===== config.mk =====
export PLATFORM = sky130hd
export DESIGN_NAME = truth_table_reader
export DESIGN_NICKNAME = d
export VERILOG_FILES = /design/src/rtl/truth_table_reader.sv
export SDC_FILE = /design/constraint.sdc
export NUM_CORES = 1
export LEC_CHECK = 0
export ABC_AREA = 1
export BUFFER_PORTS_ARGS = -buffer_cell sky130_fd_sc_hd__buf_2
export CAP_MARGIN = 10
export CORE_MARGIN = 2
export CORE_UTILIZATION = 50
export DETAILED_ROUTE_END_ITERATION = 10
export GPL_TIMING_DRIVEN = 0
export PLACE_DENSITY_LB_ADDON = 0.3
export SYNTH_ARGS = -nofsm -noshare
export SYNTH_HDL_FRONTEND = slang
export SYNTH_SLANG_ARGS = --single-unit

===== constraint.sdc =====
create_clock -name i_clk -period 2 [get_ports i_clk]
set_input_delay 0.4 -clock i_clk [delete_from_list [all_inputs] [get_ports i_clk]]
set_output_delay 0.4 -clock i_clk [all_outputs]
set_load 0.005 [all_outputs]

===== src/rtl/truth_table_reader.sv =====
// truth_table_reader: drives all 16 input vectors into a 4-input function, captures its truth table and compares it against a golden mask
module truth_table_reader #(
  parameter int SETTLE = 1
) (
  input  logic        i_clk,
  input  logic        i_reset,
  input  logic        i_start,
  input  logic [15:0] i_expected,
  input  logic        i_s,
  output logic        o_x,
  output logic        o_y,
  output logic        o_w,
  output logic        o_z,
  output logic        o_busy,
  output logic        o_done,
  output logic [15:0] o_table,
  output logic        o_mismatch,
  output logic [3:0]  o_first_err,
  output logic [4:0]  o_err_count
);
  localparam logic [0:0] IDLE = 1'b0;
  localparam logic [0:0] RUN  = 1'b1;
  localparam logic [2:0] SETTLE_C = 3'(SETTLE);
  logic [0:0]  r_state;
  logic [3:0]  r_idx;
  logic [2:0]  r_cnt;
  logic        r_done;
  logic [15:0] r_exp;
  logic [15:0] r_table;
  logic        r_mis;
  logic [3:0]  r_first;
  logic [4:0]  r_errc;
  logic        w_accept;
  logic        w_sample;
  logic        w_bad;
  logic        w_last;
  assign w_accept = (r_state == IDLE) && i_start;
  assign w_sample = (r_state == RUN) && (r_cnt == SETTLE_C);
  assign w_bad    = i_s != r_exp[r_idx];
  assign w_last   = r_idx == 4'hF;
  assign {o_x, o_y, o_w, o_z} = r_idx;
  assign o_busy      = r_state == RUN;
  assign o_done      = r_done;
  assign o_table     = r_table;
  assign o_mismatch  = r_mis;
  assign o_first_err = r_first;
  assign o_err_count = r_errc;
  // sequencing: accept start in IDLE, hold each vector SETTLE+1 cycles, pulse done after vector 15
  always_ff @(posedge i_clk) begin
    if (i_reset) begin
      r_state <= IDLE;
      r_idx   <= 4'd0;
      r_cnt   <= 3'd0;
      r_done  <= 1'b0;
    end else begin
      r_done <= w_sample && w_last;
      if (w_accept) begin
        r_state <= RUN;
        r_idx   <= 4'd0;
        r_cnt   <= 3'd0;
      end else if (w_sample) begin
        r_state <= w_last ? IDLE : RUN;
        r_idx   <= r_idx + 4'd1;
        r_cnt   <= 3'd0;
      end else if (r_state == RUN) begin
        r_cnt <= r_cnt + 3'd1;
      end
    end
  end
  // capture: latch golden mask on start, record each response and keep the mismatch summary
  always_ff @(posedge i_clk) begin
    if (i_reset) begin
      r_exp   <= 16'd0;
      r_table <= 16'd0;
      r_mis   <= 1'b0;
      r_first <= 4'd0;
      r_errc  <= 5'd0;
    end else if (w_accept) begin
      r_exp   <= i_expected;
      r_table <= 16'd0;
      r_mis   <= 1'b0;
      r_first <= 4'd0;
      r_errc  <= 5'd0;
    end else if (w_sample) begin
      r_table[r_idx] <= i_s;
      if (w_bad) begin
        r_errc <= r_errc + 5'd1;
        if (!r_mis) begin
          r_mis   <= 1'b1;
          r_first <= r_idx;
        end
      end
    end
  end
endmodule


# After elaboration in Yosys (flattened, before gate mapping)
# Index checks and enable logic that the tools add are counted.
# W data, S select, Z words.
dict set report classes {
  n_addsub 3
  magnitude_cmp 2
  n_eq_ne 3
  n_mux 8
  bitwise 2
  reduce_logical 9
}
# op count
set ops {}
lappend ops {{$bwmux W16} 1}
lappend ops {{$add A5 B1 Y5 const B} 1}
lappend ops {{$lt A4 B5 Y1 const B} 1}
lappend ops {{$mux W1} 5}
lappend ops {{$add A4 B1 Y4 const B} 1}
lappend ops {{$bmux W1 S4} 1}
lappend ops {{$demux W1 S4} 1}
lappend ops {{$eq A4 B4 Y1 const B} 1}
lappend ops {{$ge A4 B1 Y1 const B} 1}
lappend ops {{$logic_and A1 B1 Y1} 4}
lappend ops {{$add A3 B1 Y3 const B} 1}
lappend ops {{$eq A3 B1 Y1 const B} 1}
lappend ops {{$reduce_and A3 Y1} 1}
lappend ops {{$reduce_or A3 Y1} 1}
lappend ops {{$not A1 Y1} 2}
lappend ops {{$reduce_and A2 Y1} 1}
lappend ops {{$reduce_bool A2 Y1} 1}
lappend ops {{$reduce_or A2 Y1} 1}
lappend ops {{$ne A1 B1 Y1} 1}
dict set report word_totals {
  regBits 51
  input_bits 20
  out_inout_bits 32
  elab_cells 36
}

# Longest topological paths before layout
dict set report logic_depth {
  ltp_word 5
  mapped_depth 15
  mapped_depth_nobuf 13
}

# Worst setup path before layout
# No wires, ideal clock.
dict set report synth_path {
  path_kind {flip-flop to flip-flop}
  startpoint {register r_idx[0]}
  endpoint {register r_errc[0] (netlist: o_err_count[0])}
  setup_ps 132
  arrival_time_ps 1381
  required_time_ps 1868
  slack_ps 486
  path_stages_with_launch 14
  n_path_buf 2
  period_less_slack_ps 1514
  cell_sequence {dfxtp_1 buf_6 inv_4 buf_8 nand2_1 nand3_1 nand2_1 nand2_1 nand2_2 nor2_4 nand2_1 nand3_1 nand2_1 a21oi_1}
}
dict set report synth_via {
  elab_chain_len 4
}
# element line
set synth_lines {}
lappend synth_lines {{from (decl)} 25} ;# logic [3:0] r_idx;
lappend synth_lines {{from (signal assigned)} 63} ;# r_idx <= r_idx + 4'd1;
lappend synth_lines {{$bmux W1 S4} 39} ;# assign w_bad = i_s != r_exp[r_idx];
lappend synth_lines {{$mux W1 (implied by the code)} 39}
lappend synth_lines {{$ne A1 B1 Y1} 39}
lappend synth_lines {{$reduce_and A2 Y1 (no line)} -}
lappend synth_lines {{to (signal assigned)} 87} ;# r_errc <= r_errc + 5'd1;
lappend synth_lines {{to (decl)} 32} ;# logic [4:0] r_errc;
# Every way passes these cells. The select of a mux whose other input is x is not followed.
# A chain may end at the register's enable or synchronous reset.

# Worst setup path in the final report
dict set report layout_path {
  startpoint {register r_idx[0]}
  endpoint {register r_errc[3] (netlist: o_err_count[3])}
}
# Same word-level chain as after synthesis.

==> impl_metrics.toml <==
[outcome]
outcome = "finished clean"

[floorplanning]
rows = 24
start_util_pct = 52.0
io_pins = 52
die_area_um2 = 5120
die_w_um = 71.5
core_area_um2 = 4380
fp.dieH_um = 71.5

[setup_path]
r2r_cells = 13
path_common_cell = "nand2_1"
slowest_stage = "dfxtp_1"
path_delay_family = "simple AND/OR/NAND/NOR gates"
critPathRequiredTime_ns = 2.18
rrSetupSlack_ns = 0.19
cp-start-kind = "flop"
crit_path_max_fanout = 11
crit_end = "o_err_count[3]$_SDFFE_PP0P_"
crit_buf_inv = 3
cp_slowest_stage_delay_ns = 0.43
worstSetupPathType = "flop to flop"
r2r_start = "r_idx[0]$_SDFFE_PP0P_"
critPathLaunch = "r_idx[0]$_SDFFE_PP0P_"
cp.depth = 13
timing.rr.end = "o_err_count[3]$_SDFFE_PP0P_"
cp-end-kind = "flop"
arrival_ns = 1.99
path_cells = "buf_6 > inv_4 > buf_8 > nand2_1 > nand3_1 > nand2_1 > nand2_1 > nand2_2 > nor2_4 > nand2_1 > nand3_1 > nand2_1 > a21oi_1"

[logic_synthesis]
yosysSeqAreaShare_pct = 44.8
synth.avg_cell_area_um2 = 7.68
netlist_area_um2 = 2280
async_reset_ff_share_pct = 0
synth_ff_type = "dfxtp_1"
synth_top_area_cell = "dfxtp_1"
synth_top_area_share_pct = 44.8
postSynthCellCount = 297
synth_area_leaders = "dfxtp_1, a21oi_1, nand2_1"
syn-num-nets = 324
ys_ff_latch = 51
ys_types = 28
ys_warn_count = 0
synth_edf_count = 0

[detailed_routing]
vias = 2070
drc = 0
routed.top_layer = "met4"
wl_mm = 4.94
route.met3.wl_um = 235
wl_met1_mm = 2.28
via_per_inst = 5.07
wl_met2_mm = 2.36
firstDrtPassIters = 4
drtAntennaViolNets = 0
drt-initial-drc-count = 102
wire_per_inst_um = 12.1

[place]
port_buffers = 51
routabilityCongestion = 0.753
placed_area_um2 = 2600
dp.cells = 400
dp.final_hpwl_mm = 3.53

[power_and_ir_drop]
cellPowerDensity_nw_per_um2 = 697
total_power_mw = 1.88
power_leakage_nw = 1.24
ir_worst_vdd_v = 0.000383

[global_route]
grt_start_max_net_pins = 15
grt_pass1_wl_mm = 8.36
grt_pass1_vias = 1892
gr-usage-all-layers_pct = 20.6
antenna_found_initial = 0
gr-total-overflow = 0

[clocking]
numCtsBuffers = 5
root_buffer = "clkbuf_8"
clk_latency_ns = 0.31
cts.sinks = 51
cts_max_level = 2
clk_path_buf_depth = 2
clk_transition_reported_paths_ns = 0.08
cts_tree = "done"

[layout]
drive_above_1_share_pct = 22.2
fin_util_pct = 61.6
instances_no_fill = 408
antenna_cells = 0
final_area_um2 = 2700
nNetsFinal = 382
syn_to_final_growth_pct = 18.5

[timing]
timing.final.crit_share_pct = 90.7
finalSetupViolCount = 0
fin_skew_ns = 0.00647
worst_pin_slew_ns = 0.469
hold_violations = 0
slew_violations = 0
slew-limit-headroom_pct = 68.8
fmax_mhz = 551
post-route-min-period_ns = 1.81
rsz0062_at_grt = "false"
tns_ns = 0

[job]
maxCapViolations = 0

[min_path]
min_path_type = "input port to flop"
-- cells in the mapped netlist (2+ instances only) --
cell      number
a211oi_1       2
a21oi_1       43
a311oi_1      10
clkbuf_1       6
clkinv_1       2
dfxtp_1       51
ha_1           7
inv_1         42
inv_2          2
nand2_1       43
nand2_2        6
nand2_4        3
nand3_1       20
nor2_1        20
o21ai_0       25
xnor2_1        3
-- worst register-to-register path, cell delays in order (launching register included) --
cell	delay, ns
dfxtp_1	0.43
buf_6	0.18
inv_4	0.05
buf_8	0.14
nand2_1	0.06
nand3_1	0.06
nand2_1	0.09
nand2_1	0.06
nand2_2	0.12
nor2_4	0.04
nand2_1	0.05
nand3_1	0.21
nand2_1	0.13
a21oi_1	0.07
-- placed cells by master, fill, tap and decap left out --
master | synthesis | routed
nand2_4 | 3 | 3
o21ai_2 | 1 | 1
ha_1 | 7 | 7
clkinv_1 | 2 | 2
nand2_1 | 43 | 43
clkbuf_8 | 0 | 7
a211oi_1 | 2 | 2
buf_8 | 1 | 1
nand3_2 | 1 | 1
inv_4 | 1 | 1
nor2_4 | 1 | 1
nand2_2 | 6 | 6
nor2_1 | 20 | 20
nor2_2 | 1 | 1
dfxtp_1 | 51 | 50
nand3_1 | 20 | 20
dfxtp_2 | 0 | 1
nor3_1 | 1 | 1
buf_2 | 1 | 52
or2_2 | 1 | 1
a21oi_1 | 43 | 43
nand4_1 | 1 | 1
o21ai_0 | 25 | 25
a311oi_1 | 10 | 10
inv_2 | 2 | 2
xor2_1 | 1 | 1
buf_6 | 1 | 1
inv_1 | 42 | 42
clkbuf_1 | 6 | 7
xnor2_1 | 3 | 3
-- timing repair --
| item | in CTS | in global routing |
|---|---|---|
| buffers inserted | 0 | 0 |
| endpoints found under the setup margin | 0 | 5 |
| gates resized for setup | 0 | 1 |
| hold buffers | 0 | 0 |
-- sequential cells by signal (all words and copies together) (netlist names) --
signal	cells
r_cnt	3
o_mismatch	1
o_table	16
r_exp	16
o_err_count	5
r_idx	4
o_first_err	4
o_done	1
o_busy	1
-- through the flow --
| stage | hold slack, ns | setup slack, ns |
|---|---|---|
| after CTS | 0.317 | 0.128 |
| after global routing | 0.327 | 0.00349 |
| after floorplan | 0.429 | 0.486 |
| after detailed placement | 0.446 | 0.152 |
| final | 0.319 | 0.185 |
| after global placement | 0.440 | 0.152 |
-- cell type report --
cell class              count  area (um2)
clock buffers               8         100
repair buffers             51         255
plain buffers               9        53.8
inverters                  47         179
fillers                   409        1680
flip-flops and latches     51        1020
multi-input cells         190        1030
well taps                  52        65.1
-- how the worst min path moves through the flow --
stage                     depth (start not counted)  slack [ns]                   start                endpoint
after detailed placement                          2        0.45   r_exp[5]$_SDFFE_PP0P_   r_exp[5]$_SDFFE_PP0P_
after CTS                                         2        0.32                 i_reset       o_done$_SDFF_PP0_
final                                             2        0.32                 i_reset       o_done$_SDFF_PP0_
after floorplan                                   2        0.43  r_exp[14]$_SDFFE_PP0P_  r_exp[14]$_SDFFE_PP0P_
after global routing                              2        0.33                 i_reset       o_done$_SDFF_PP0_
after global placement                            2        0.44  r_exp[15]$_SDFFE_PP0P_  r_exp[15]$_SDFFE_PP0P_
-- report_power, final --
part           internal (mW)  switching [mW]  total, mW  leakage (nW)
Combinational         0.0663           0.116      0.182         0.770
Clock                  0.316           0.325      0.642        0.0515
Sequential              1.05          0.0142       1.06         0.416
Total                   1.43           0.456       1.88          1.24
-- routing by layer --
| metal | GRT usage, % | up-vias |
|---|---|---|
| met5 | 0 | - |
| met4 | 6.92 | 0 |
| met3 | 4.92 | 7 |
| met2 | 35.2 | 42 |
| met1 | 25.7 | 934 |
| li1 | - | 1087 |
-- cell families (layout without fill, tap and decap cells) --
logic type | Yosys count | count (layout) | synth area share, %
fa+ha+maj | 7 | 7 | 3.84
flops | 51 | 51 | 44.8
buf+inv | 56 | 115 | 10.2
compound gates | 81 | 81 | 19.8
xor+xnor | 4 | 4 | 1.54
simple gates | 98 | 98 | 19.9
(Power assumes the default switching activity.)
